**src/rtl/npu_conv_pkg.sv**
```systemverilog
// npu_conv_pkg: shared types for the convolve front-end.
// Holds the default pixel depth and the line-buffer state encoding.
package npu_conv_pkg;

  localparam int unsigned NPU_BIT_DEPTH = 8;

  typedef enum logic [1:0] {
    LB_IDLE   = 2'b00,
    LB_FILL   = 2'b01,
    LB_STREAM = 2'b10,
    LB_DONE   = 2'b11
  } lb_state_t;

endpackage

```
**src/rtl/conv_line_buffer_line_ram.sv**
```systemverilog
// line_ram: one image row of pixels.
// Combinational read, synchronous write, no reset on contents.
module line_ram
  import npu_conv_pkg::*;
#(
  parameter int unsigned DEPTH = 28,
  parameter int unsigned WIDTH = NPU_BIT_DEPTH,
  parameter int unsigned AW    = 5
) (
  input  logic             clk,
  input  logic             we_i,
  input  logic [AW-1:0]    waddr_i,
  input  logic [WIDTH-1:0] wdata_i,
  input  logic [AW-1:0]    raddr_i,
  output logic [WIDTH-1:0] rdata_o
);

  logic [WIDTH-1:0] mem_q [DEPTH];

  always_ff @(posedge clk) begin
    if (we_i) mem_q[waddr_i] <= wdata_i;
  end

  assign rdata_o = mem_q[raddr_i];

endmodule

```
**src/rtl/conv_line_buffer.sv**
```systemverilog
// conv_line_buffer: two-row line buffer feeding the 3x3 convolve stage.
// Define LB_PAD_TOP_EN for zero top padding (streams from row 0).
module conv_line_buffer
  import npu_conv_pkg::*;
#(
  parameter int unsigned BIT_DEPTH  = NPU_BIT_DEPTH,
  parameter int unsigned IMG_WIDTH  = 28,
  parameter int unsigned IMG_HEIGHT = 28,
  parameter int unsigned COL_W      = 5,
  parameter int unsigned ROW_W      = 5
) (
  input  logic                 clk,
  input  logic                 rst,
  input  logic                 frame_start,
  input  logic [BIT_DEPTH-1:0] pix_in,
  input  logic                 pix_valid,
  output logic                 pix_ready,
  input  logic                 shift_buffer,
  output logic [BIT_DEPTH-1:0] out_l1,
  output logic [BIT_DEPTH-1:0] out_l2,
  output logic [BIT_DEPTH-1:0] out_l3,
  output logic                 out_valid,
  output logic [COL_W-1:0]     out_col,
  output logic                 frame_done
);

  localparam logic [COL_W-1:0] COL_LAST = COL_W'(IMG_WIDTH - 1);
  localparam logic [ROW_W-1:0] ROW_LAST = ROW_W'(IMG_HEIGHT - 1);

`ifdef LB_PAD_TOP_EN
  localparam lb_state_t START_ST = LB_STREAM;
`else
  localparam lb_state_t START_ST = LB_FILL;
`endif

  lb_state_t state_q, state_d;

  logic [COL_W-1:0]     col_q, col_d;
  logic [ROW_W-1:0]     row_q, row_d;
  logic [BIT_DEPTH-1:0] l1_q, l1_d;
  logic [BIT_DEPTH-1:0] l2_q, l2_d;
  logic [BIT_DEPTH-1:0] l3_q, l3_d;
  logic [COL_W-1:0]     ocol_q, ocol_d;
  logic                 vld_q, vld_d;

  logic                 accept;
  logic                 col_wrap;
  logic                 frame_end;
  logic [BIT_DEPTH-1:0] line_a_rd;
  logic [BIT_DEPTH-1:0] line_b_rd;
  logic [BIT_DEPTH-1:0] top_a;
  logic [BIT_DEPTH-1:0] top_b;

  assign accept    = pix_valid & pix_ready;
  assign col_wrap  = (col_q == COL_LAST);
  assign frame_end = col_wrap & (row_q == ROW_LAST);

  // lineA holds row r-2, lineB row r-1; both shift down on accept
  line_ram #(
    .DEPTH (IMG_WIDTH),
    .WIDTH (BIT_DEPTH),
    .AW    (COL_W)
  ) u_line_a (
    .clk     (clk),
    .we_i    (accept),
    .waddr_i (col_q),
    .wdata_i (line_b_rd),
    .raddr_i (col_q),
    .rdata_o (line_a_rd)
  );

  line_ram #(
    .DEPTH (IMG_WIDTH),
    .WIDTH (BIT_DEPTH),
    .AW    (COL_W)
  ) u_line_b (
    .clk     (clk),
    .we_i    (accept),
    .waddr_i (col_q),
    .wdata_i (pix_in),
    .raddr_i (col_q),
    .rdata_o (line_b_rd)
  );

`ifdef LB_PAD_TOP_EN
  assign top_a = (row_q < ROW_W'(2)) ? '0 : line_a_rd;
  assign top_b = (row_q == '0) ? '0 : line_b_rd;
`else
  assign top_a = line_a_rd;
  assign top_b = line_b_rd;
`endif

  always_ff @(posedge clk or posedge rst) begin
    if (rst) state_q <= LB_IDLE;
    else     state_q <= state_d;
  end

  always_comb begin
    state_d = state_q;
    unique case (state_q)
      LB_IDLE: begin
        if (frame_start) state_d = START_ST;
      end
      LB_FILL: begin
        if (accept && col_wrap && row_q == ROW_W'(1))
          state_d = LB_STREAM;
      end
      LB_STREAM: begin
        if (accept && frame_end) state_d = LB_DONE;
      end
      LB_DONE: state_d = LB_IDLE;
      default: state_d = LB_IDLE;
    endcase
  end

  always_comb begin
    pix_ready  = 1'b0;
    frame_done = 1'b0;
    unique case (state_q)
      LB_FILL:   pix_ready  = 1'b1;
      LB_STREAM: pix_ready  = shift_buffer;
      LB_DONE:   frame_done = 1'b1;
      default:   pix_ready  = 1'b0;
    endcase
  end

  always_comb begin
    col_d  = col_q;
    row_d  = row_q;
    l1_d   = l1_q;
    l2_d   = l2_q;
    l3_d   = l3_q;
    ocol_d = ocol_q;
    vld_d  = 1'b0;
    if (state_q == LB_IDLE && frame_start) begin
      col_d = '0;
      row_d = '0;
    end
    if (accept) begin
      col_d  = col_wrap ? '0 : col_q + 1'b1;
      if (col_wrap) row_d = frame_end ? '0 : row_q + 1'b1;
      l1_d   = top_a;
      l2_d   = top_b;
      l3_d   = pix_in;
      ocol_d = col_q;
      vld_d  = (state_q == LB_STREAM);
    end
  end

  always_ff @(posedge clk or posedge rst) begin
    if (rst) begin
      col_q  <= '0;
      row_q  <= '0;
      l1_q   <= '0;
      l2_q   <= '0;
      l3_q   <= '0;
      ocol_q <= '0;
      vld_q  <= 1'b0;
    end else begin
      col_q  <= col_d;
      row_q  <= row_d;
      l1_q   <= l1_d;
      l2_q   <= l2_d;
      l3_q   <= l3_d;
      ocol_q <= ocol_d;
      vld_q  <= vld_d;
    end
  end

  assign out_l1    = l1_q;
  assign out_l2    = l2_q;
  assign out_l3    = l3_q;
  assign out_col   = ocol_q;
  assign out_valid = vld_q;

endmodule

```
**config.mk**
```make
export PLATFORM = sky130hd
export DESIGN_NAME = conv_line_buffer
export DESIGN_NICKNAME = d
export VERILOG_FILES = /design/src/rtl/npu_conv_pkg.sv /design/src/rtl/conv_line_buffer_line_ram.sv /design/src/rtl/conv_line_buffer.sv
export SDC_FILE = /design/constraint.sdc
export NUM_CORES = 1
export LEC_CHECK = 0
export BUFFER_PORTS_ARGS = -buffer_cell sky130_fd_sc_hd__buf_2
export CAP_MARGIN = 40
export CELL_PAD_IN_SITES_DETAIL_PLACEMENT = 1
export CELL_PAD_IN_SITES_GLOBAL_PLACEMENT = 1
export CORE_AREA = 2 2 257 259
export CTS_CLUSTER_SIZE = 8
export DETAILED_ROUTE_END_ITERATION = 8
export DIE_AREA = 0 0 259 261
export PLACE_DENSITY = 0.55
export SKIP_CTS_REPAIR_TIMING = 1
export SLEW_MARGIN = 25
export SYNTH_ARGS = -nofsm -noshare
export SYNTH_HDL_FRONTEND = slang
export SYNTH_SLANG_ARGS = --single-unit
```
**constraint.sdc**
```tcl
create_clock -name clk -period 5.3 [get_ports clk]
set_input_delay 1.06 -clock clk [delete_from_list [all_inputs] [get_ports clk]]
set_output_delay 1.06 -clock clk [all_outputs]
set_load 0.005 [all_outputs]
```
==> impl_metrics.yaml, run 1 <==
status:
  status: "completed"
route:
  vias: 10200
  drtIter0Drc: 658
  drc_errors: 0
  drt-wirelength-per-cell_microns: 25.4
  ant_nets: 0
  vias_per_cell: 4.97
  routed_wl_mm: 52.1
  drt_first_pass_iters: 5
min_path:
  worstHoldPathType: "reg2reg"
logic_synthesis:
  synth_ff_type: "edfxtp_1"
  synth_compound_area_share_pct: 4.13
  synth.most_common_cell: "edfxtp_1"
  synth_area_leaders: "edfxtp_1 70%, mux4_2 6.7%, mux2i_1 5.6%"
  syn_inst: 1038
  synth_common_cells: "448 x edfxtp_1, 107 x mux2i_1, 67 x nand2_1, 57 x mux4_2"
  syn_area_per_cell_sq_um: 18.5
  synthMuxAreaShare_pct: 13.5
  synth_nets: 1061
  ys_ff_latch: 490
  yosysWarnings: 0
  synthSimpleGateAreaFrac_pct: 4.36
  synth_xor_area_share_pct: 0
  synth_top_area_share_pct: 70.0
  syn_area_sq_um: 19200
  synth_top_cell_by_area: "edfxtp_1"
  synth_edf_count: 448
  synth_cell_type_count: 57
  ys_async_sr_fraction_pct: 8.57
  synth_top_family_by_area: "multiplexers"
  synth_seq_area_share_pct: 75.4
  synth_fa_ha_area_share_pct: 0.651
placement:
  place_hpwl_mm: 32.6
  dpl.cell_count: 1946
  port_buffers: 44
  globalplace.congestion: 0.741
pwr:
  swShare_pct: 27.7
  clock_power_share_pct: 37.0
  power_density_nw_per_um2: 492
  p_leak_nw: 7.39
  power_frac_seq_pct: 43.5
  p_comb_share_pct: 19.6
  ir_worst_vdd_mv: 0.298
  power_report.internal_total_mw: 8.13
  switchingPower_mw: 3.11
floorplanning:
  fp.dieH_microns: 261
  start_util_pct: 29.6
  ioPinCount: 45
  core_sq_um: 65000
  die-area_sq_um: 67600
  rows: 94
  fp.dieW_microns: 259
cells_and_area:
  ff_latch_area_sq_um: 14500
  final_util_pct: 35.1
  fin_nets: 1181
  multi_input_area_sq_um: 4420
  layout-drive-gt1-share_pct: 24.1
  area_growth_pct: 18.8
  num_antenna_cells: 0
  fillers: 6471
  final_cells: 2053
global_routing:
  grt_pass1_vias: 10900
  grt_max_degree: 43
  antenna_found_initial: 3
  grt_pass1_wl_mm: 76.5
  grt_usage_pct: 15.6
  grt_overflow_total: 0
setup_path:
  r2r_end: "u_line_a.mem_q[12][1]"
  cp_max_fo: 36
  rr_worst_depth: 6
  cp-start-kind: "flop"
  worstReg2RegStart: "col_q[1]"
  path_cells: "buf_12, buf_4, mux2_2, a221oi_1, nand4_1, buf_4"
  crit_type: "reg2reg"
  cp.arrival_ns: 3.95
  cp-startpoint: "col_q[1]"
  regToRegSetupSlack_ns: 1.66
  crit_top_cell: "buf_4"
  required_ns: 5.60
  cp-end-kind: "flop"
  slowest_stage: "dfrtp_4"
  cp-endpoint: "u_line_a.mem_q[12][1]"
  slowest_delay_ns: 0.75
cts:
  clk_pin_slew_ns: 0.05
  cts.sink_count: 490
  htreeDepth: 3
  root_buffer: "clkbuf_16"
  cts_made_buffers: 71
  clockBufferDepth: 3
  clock_latency_ns: 0.59
  cts_tree: "done"
timing:
  setup_tns_ns: 0
  maxSlewViolCount: 0
  post-route-min-period_ns: 3.64
  clock_skew_ns: 0.0125
  rsz0062_at_grt: "false"
  post-route-period-util_pct: 68.7
  tightestPinTransition_ns: 0.825
  max_slew_margin_pct: 44.9
  hold_violations: 0
  max_freq_mhz: 275
  setup_viol: 0
job:
  drv_cap: 0
## stage by stage
| stage | setup WS (ns) | power (mW) | hold slack, ns | instance area [sq um] |
|---|---|---|---|---|
| floorplan | 1.75 | 6.25 | 0.466 | 19200 |
| CTS | 1.56 | 11.4 | 0.480 | 22800 |
| finish | 1.66 | 11.2 | 0.471 | 22800 |
| global placement | 1.38 | 7.12 | 0.470 | 20700 |
| detailed placement | 1.56 | 7.19 | 0.465 | 20800 |
| global route | 1.50 | 11.7 | 0.504 | 22800 |
## sequential cells by signal, indices dropped and copies added (netlist names)
signal,cells
u_line_b.mem_q,224
out_l1,8
u_line_a.mem_q,224
state_q,2
row_q,5
out_l3,8
out_col,5
col_q,5
out_valid,1
out_l2,8
## power groups by stage
stage               sequential, mW  clock (mW)  combinational [mW]
floorplan                     4.85           0                1.41
global route                  4.91        4.42                2.38
detailed placement            4.97           0                2.23
CTS                           4.89        4.27                2.23
global placement              4.97           0                2.15
finish                        4.89        4.16                2.20
## worst max-delay path: cells and delay by family (launching register included)
| family | cells | cell delay, ns |
|---|---|---|
| buf+inv | 3 | 1.04 |
| flops | 1 | 0.75 |
| simple gates | 1 | 0.68 |
| compound gates | 1 | 0.44 |
| mux | 1 | 0.36 |
## cells in the final DEF (no fill, tap or decap), types with 3 or more instances in the layout
master / n
o21ai_0: 20
nor2b_1: 3
and2_1: 4
clkbuf_16: 76
clkbuf_1: 24
ha_1: 10
nor2_1: 35
buf_2: 45
or4_1: 4
a22oi_1: 15
inv_1: 7
nor2_2: 6
nor3_2: 8
nand4_1: 7
nand2_1: 67
buf_12: 3
o2bb2ai_1: 5
buf_4: 48
nand3_1: 14
a221oi_1: 11
o221ai_1: 4
mux4_2: 57
or3_1: 3
a21oi_1: 22
dfrtp_1: 39
o22ai_1: 23
buf_6: 7
edfxtp_1: 448
mux2_2: 12
o211ai_1: 4
buf_8: 3
mux2i_1: 107
mux4_1: 3
nand2b_1: 3
## how the worst min path moves through the flow
stage	startpoint	to	slack (ns)	cells past startpoint
5_1_grt	out_l3[6]	out_l3[6]	0.50	2
4_1_cts	out_l3[7]	out_l3[7]	0.48	2
2_1_floorplan	row_q[4]	row_q[4]	0.47	1
6_report	out_l3[7]	out_l3[7]	0.47	2
3_3_place_gp	out_l3[4]	out_l3[4]	0.47	2
3_5_place_dp	out_col[3]	out_col[3]	0.46	2
## routing by layer
metal	vias up	routed length [microns]	global-route usage [%]
li1	4399	-	-
met4	0	1500	5.72
met3	98	2970	3.50
met1	5410	23300	21.1
met5	-	0	0
met2	294	24300	24.7
## kinds of logic (layout without fill, tap and decap cells)
family | Yosys count | after routing
simple gates | 171 | 171
buf+inv | 68 | 219
flops | 490 | 490
fa+ha+maj | 10 | 10
compound gates | 118 | 118
mux | 181 | 181
## cell type report
| cell class | instances | area share [%] |
|---|---|---|
| Timing Repair Buffer | 106 | 3.37 |
| Clock buffer | 100 | 8.72 |
| Multi-Input combinational cell | 480 | 19.3 |
| Tap cell | 864 | 4.73 |
| Clock inverter | 4 | 0.153 |
| Inverter | 9 | 0.148 |
| Sequential cell | 490 | 63.5 |
Note: power is estimated with default switching activity, not from simulation.
==> inputs of run 2 (changes only) <==
Clock period 5.3 ns to 3.5 ns, I/O delays scaled along.
==> run 2 against run 1 <==
Critical path type unchanged. Highest routed layer is now met5. First-iteration DRC count rose by 6.1%. Routed wire length decreased by 5.2%. Clock power rose by 56%.
==> impl_metrics.yaml, run 2 (same netlist as run 1, synthesis figures left out) <==
timing:
  finalWorstSetupSlack_ns: 0.432
  max_freq_mhz: 326
  max_slew_margin_pct: 52.9
  maxSlewViolCount: 0
  post-route-period-util_pct: 87.6
  tightestPinTransition_ns: 0.706
  rsz0062_at_grt: "false"
  post-route-min-period_ns: 3.07
  hold_violations: 0
  setup_tns_ns: 0
  setup_viol: 0
  clock_skew_ns: 0.0214
placement:
  place_hpwl_mm: 31.3
  dpl.cell_count: 1970
  post_dp_cell_area_sq_um: 21000
  port_buffers: 44
  pre_cts_ws_ns: 0.333
  globalplace.congestion: 0.762
setup_path:
  cp_max_fo: 33
  crit_type: "reg2reg"
  cp-start-kind: "flop"
  cp.arrival_ns: 3.53
  cp-end-kind: "flop"
  required_ns: 3.96
  regToRegSetupSlack_ns: 0.43
global_routing:
  grt_pass1_wl_mm: 73.6
  grt_overflow_total: 0
  grt_usage_pct: 14.9
  antenna_found_initial: 2
  grt_pass1_vias: 11000
  grt_max_degree: 34
cells_and_area:
  fillers: 6497
  fin_nets: 1204
  area_growth_pct: 20.4
  final_common_cell: "edfxtp_1"
  fin_area_sq_um: 23100
  layout-drive-gt1-share_pct: 24.9
  num_antenna_cells: 0
  layout_common_cells: "448 x edfxtp_1, 107 x mux2i_1, 76 x buf_4"
  final_cells: 2103
  largestRegisters: "u_line_a.mem_q x224, u_line_b.mem_q x224"
route:
  drt_first_pass_iters: 4
  vias: 10200
  routed_wl_mm: 49.4
  drc_errors: 0
  ant_nets: 0
  drt-wirelength-per-cell_microns: 23.5
  drtIter0Drc: 698
  vias_per_cell: 4.84
floorplanning:
  die-area_sq_um: 67600
  ioPinCount: 45
  fp.dieH_microns: 261
  start_util_pct: 29.6
  rows: 94
  core_sq_um: 65000
  fp.dieW_microns: 259
cts:
  cts.sink_count: 490
  cts_tree: "done"
  clk_pin_slew_ns: 0.05
  htreeDepth: 3
  cts_made_buffers: 71
  clockBufferDepth: 3
  clock_latency_ns: 0.59
  root_buffer: "clkbuf_16"
pwr:
  p_comb_share_pct: 19.1
  p_leak_nw: 7.56
  switchingPower_mw: 4.65
  power_report.internal_total_mw: 12.5
  clock_power_share_pct: 37.9
  power_density_nw_per_um2: 742
  power.total_mw: 17.2
  swShare_pct: 27.1
  power_frac_seq_pct: 43.0
  ir_worst_vdd_mv: 0.413
min_path:
  worstHoldPathType: "reg2reg"
job:
  drv_cap: 0
status:
  status: "completed"
==> run 2: cell types whose count changed in the layout (fill, tap and decap cells not counted), sizes merged <==
cell and change:
clkinv -3, inv +2, buf +22, bufinv +1, dlygate4sd3 +1, clkbuf +27
==> run 2: per-layer routing <==
metal	track usage, %	up-vias	part of all wire (%)
li1	-	4475	-
met1	20.4	5411	46
met2	23.9	225	48
met3	3.51	67	4.6
met4	4.19	2	1.8
met5	0	-	0.032
==> run 2: worst max-delay path, cell delays in order (launching register included) <==
cell and delay (ns):
dfrtp_4 0.68, buf_12 0.31, buf_12 0.23, mux2i_1 0.21, o22ai_1 0.10, o21ai_0 0.36, nand4_1 0.34, buf_4 0.34
mux2_2 0.30
==> run 2: power by group through the flow <==
stage	Clock (mW)	Sequential [mW]	Combinational (mW)
after detailed placement	0	7.49	3.35
final	6.51	7.38	3.27
after global routing	6.94	7.41	3.57
after global placement	0	7.49	3.27
after CTS	6.67	7.38	3.35
after floorplan	0	7.34	2.13
==> run 2: layout make-up <==
cell class | count | area (sq um) | share of cell area (%)
sequential | 490 | 14500 | 62.7
timing repair buffer | 129 | 961 | 4.15
clock buffer | 127 | 2080 | 9.00
multi-input combinational | 480 | 4410 | 19.1
tap | 864 | 1080 | 4.67
inverter | 9 | 33.8 | 0.146
clock inverter | 4 | 56.3 | 0.243
==> run 2: stage by stage <==
stage	util, %	hold WS (ns)
4_1_cts	35.5	0.267
6_report	35.6	0.466
3_3_place_gp	32.2	0.452
2_1_floorplan	-	0.466
5_1_grt	35.6	0.503
3_5_place_dp	32.2	0.459
==> run 2: worst paths after layout <==
kind                                 from         end  depth (start not counted)
worst min-delay path            out_l3[7]   out_l3[7]                          2
worst max-delay path             col_q[1]   out_l2[7]                          8
worst max register to register   col_q[1]   out_l2[7]                          8
min in group asynchronous             rst  out_col[3]                          3
worst min register to register  out_l3[7]   out_l3[7]                          2
max in group asynchronous             rst    col_q[0]                          4
==> inputs of run 3 (changes only) <==
Settings changed: ABC_CLOCK_PERIOD_IN_PS set to 3500, CELL_PAD_IN_SITES_DETAIL_PLACEMENT 1 to not set, CELL_PAD_IN_SITES_GLOBAL_PLACEMENT 1 to not set, PLACE_DENSITY 0.55 to 0.51.
==> run 3 against run 2 <==
Global-route usage decreased by 0.58 points. Setup slack improved by 0.0049 ns. Non-clock buffer count decreased by 10. Power decreased by 1.5%. Sequential cell count unchanged. Maximum frequency increased by 0.16%. Critical path type unchanged. Critical endpoint unchanged. Highest routed layer is now met4.
==> impl_metrics.yaml, run 3 (same netlist as run 1, synthesis figures left out) <==
status:
  status: "completed"
setup_path:
  worstReg2RegStart: "col_q[1]"
  cp.arrival_ns: 3.51
  crit_type: "reg2reg"
  rr_worst_depth: 6
  regToRegSetupSlack_ns: 0.44
  r2r_end: "out_l2[7]"
  cp-start-kind: "flop"
  cp-endpoint: "out_l2[7]"
  cp-end-kind: "flop"
  cp-startpoint: "col_q[1]"
  cp_max_fo: 35
  required_ns: 3.95
timing:
  clock_skew_ns: 0.0224
  max_slew_margin_pct: 53.4
  hold_violations: 0
  finalWorstSetupSlack_ns: 0.437
  rsz0062_at_grt: "false"
  post-route-min-period_ns: 3.06
  setup_viol: 0
  tightestPinTransition_ns: 0.697
  post-route-period-util_pct: 87.5
  hold_ws_ns: 0.0501
  max_freq_mhz: 327
  setup_tns_ns: 0
  maxSlewViolCount: 0
min_path:
  worstHoldPathType: "in2async"
cts:
  cts_tree: "done"
  clock_latency_ns: 0.58
  cts_made_buffers: 71
  htreeDepth: 3
  clockBufferDepth: 3
  clk_pin_slew_ns: 0.06
  root_buffer: "clkbuf_16"
  cts.sink_count: 490
floorplanning:
  die-area_sq_um: 67600
  ioPinCount: 45
  core_sq_um: 65000
  start_util_pct: 29.6
  rows: 94
  fp.dieW_microns: 259
  fp.dieH_microns: 261
pwr:
  power_density_nw_per_um2: 735
  swShare_pct: 26.8
  switchingPower_mw: 4.53
  clock_power_share_pct: 37.3
  ir_worst_vdd_mv: 0.310
  power_report.internal_total_mw: 12.4
  p_comb_share_pct: 19.3
  p_leak_nw: 7.48
  power_frac_seq_pct: 43.5
global_routing:
  grt_overflow_total: 0
  grt_max_degree: 39
  grt_usage_pct: 14.4
  antenna_found_initial: 0
  grt_pass1_wl_mm: 70.6
  grt_pass1_vias: 10500
cells_and_area:
  fin_nets: 1194
  area_growth_pct: 19.6
  layout_common_cells: "448 x edfxtp_1, 107 x mux2i_1, 75 x clkbuf_16"
  final_common_cell: "edfxtp_1"
  layout-drive-gt1-share_pct: 24.2
  fin_area_sq_um: 23000
  final_cells: 2084
  largestRegisters: "u_line_a.mem_q x224, u_line_b.mem_q x224"
  num_antenna_cells: 0
placement:
  place_hpwl_mm: 29.8
  pre_cts_ws_ns: 0.338
  post_dp_cell_area_sq_um: 20900
  dpl.cell_count: 1961
  globalplace.congestion: 0.790
  port_buffers: 44
job:
  drv_cap: 0
route:
  drt_first_pass_iters: 5
  drc_errors: 0
  vias_per_cell: 4.81
  vias: 10000
  routed_wl_mm: 48.0
  drtIter0Drc: 759
  ant_nets: 0
  drt-wirelength-per-cell_microns: 23.0
==> run 3: cell count changes in the layout (fill, tap and decap cells not counted), moves of 3 or more <==
cell,delta
nor2_2,-3
clkbuf_1,-9
buf_4,-10
nor2_1,+3
==> run 3: final cells by class <==
| type | count | area [sq um] |
|---|---|---|
| repair buffers | 119 | 896 |
| well taps | 864 | 1080 |
| flip-flops and latches | 490 | 14500 |
| multi-input cells | 480 | 4400 |
| clock inverters | 5 | 35.0 |
| inverters | 9 | 33.8 |
| fillers | 6093 | 42000 |
| clock buffers | 117 | 2030 |
==> run 3: worst min-delay path by stage <==
stage | slack (ns) | depth (start not counted) | to | start
6_report | 0.05 | 2 | state_q[1] | rst
5_1_grt | 0.05 | 2 | out_l1[6] | rst
4_1_cts | 0.26 | 2 | col_q[2] | rst
3_5_place_dp | 0.46 | 2 | out_l3[5] | out_l3[5]
3_3_place_gp | 0.46 | 2 | out_l3[6] | out_l3[6]
2_1_floorplan | 0.47 | 1 | row_q[4] | row_q[4]
==> run 3: metrics by stage <==
step,total power [mW],utilization [%]
final,16.9,35.4
after global routing,17.6,35.4
after CTS,17.1,35.3
after detailed placement,10.8,32.1
after global placement,10.7,32.1
after floorplan,9.47,-
==> run 3: per-layer routing <==
layer	global-route usage, %	part of all wire (%)	up-vias
met1	19.1	45	5282
met5	0	0	-
met4	4.61	2.4	0
met3	2.77	4.1	69
met2	23.8	49	235
li1	-	-	4443
==> run 3: critical path, cell delays in order (launching register included) <==
cell      delay [ns]
dfrtp_4         0.82
buf_4           0.27
mux2_2          0.34
a221oi_1        0.63
nand4_1         0.28
buf_12          0.24
mux2_2          0.27
==> run 3: power groups by stage <==
stage | Combinational, mW | Clock [mW] | Sequential [mW]
final | 3.26 | 6.30 | 7.35
after global placement | 3.27 | 0 | 7.46
after global routing | 3.55 | 6.70 | 7.38
after detailed placement | 3.32 | 0 | 7.47
after floorplan | 2.13 | 0 | 7.34
after CTS | 3.33 | 6.46 | 7.36
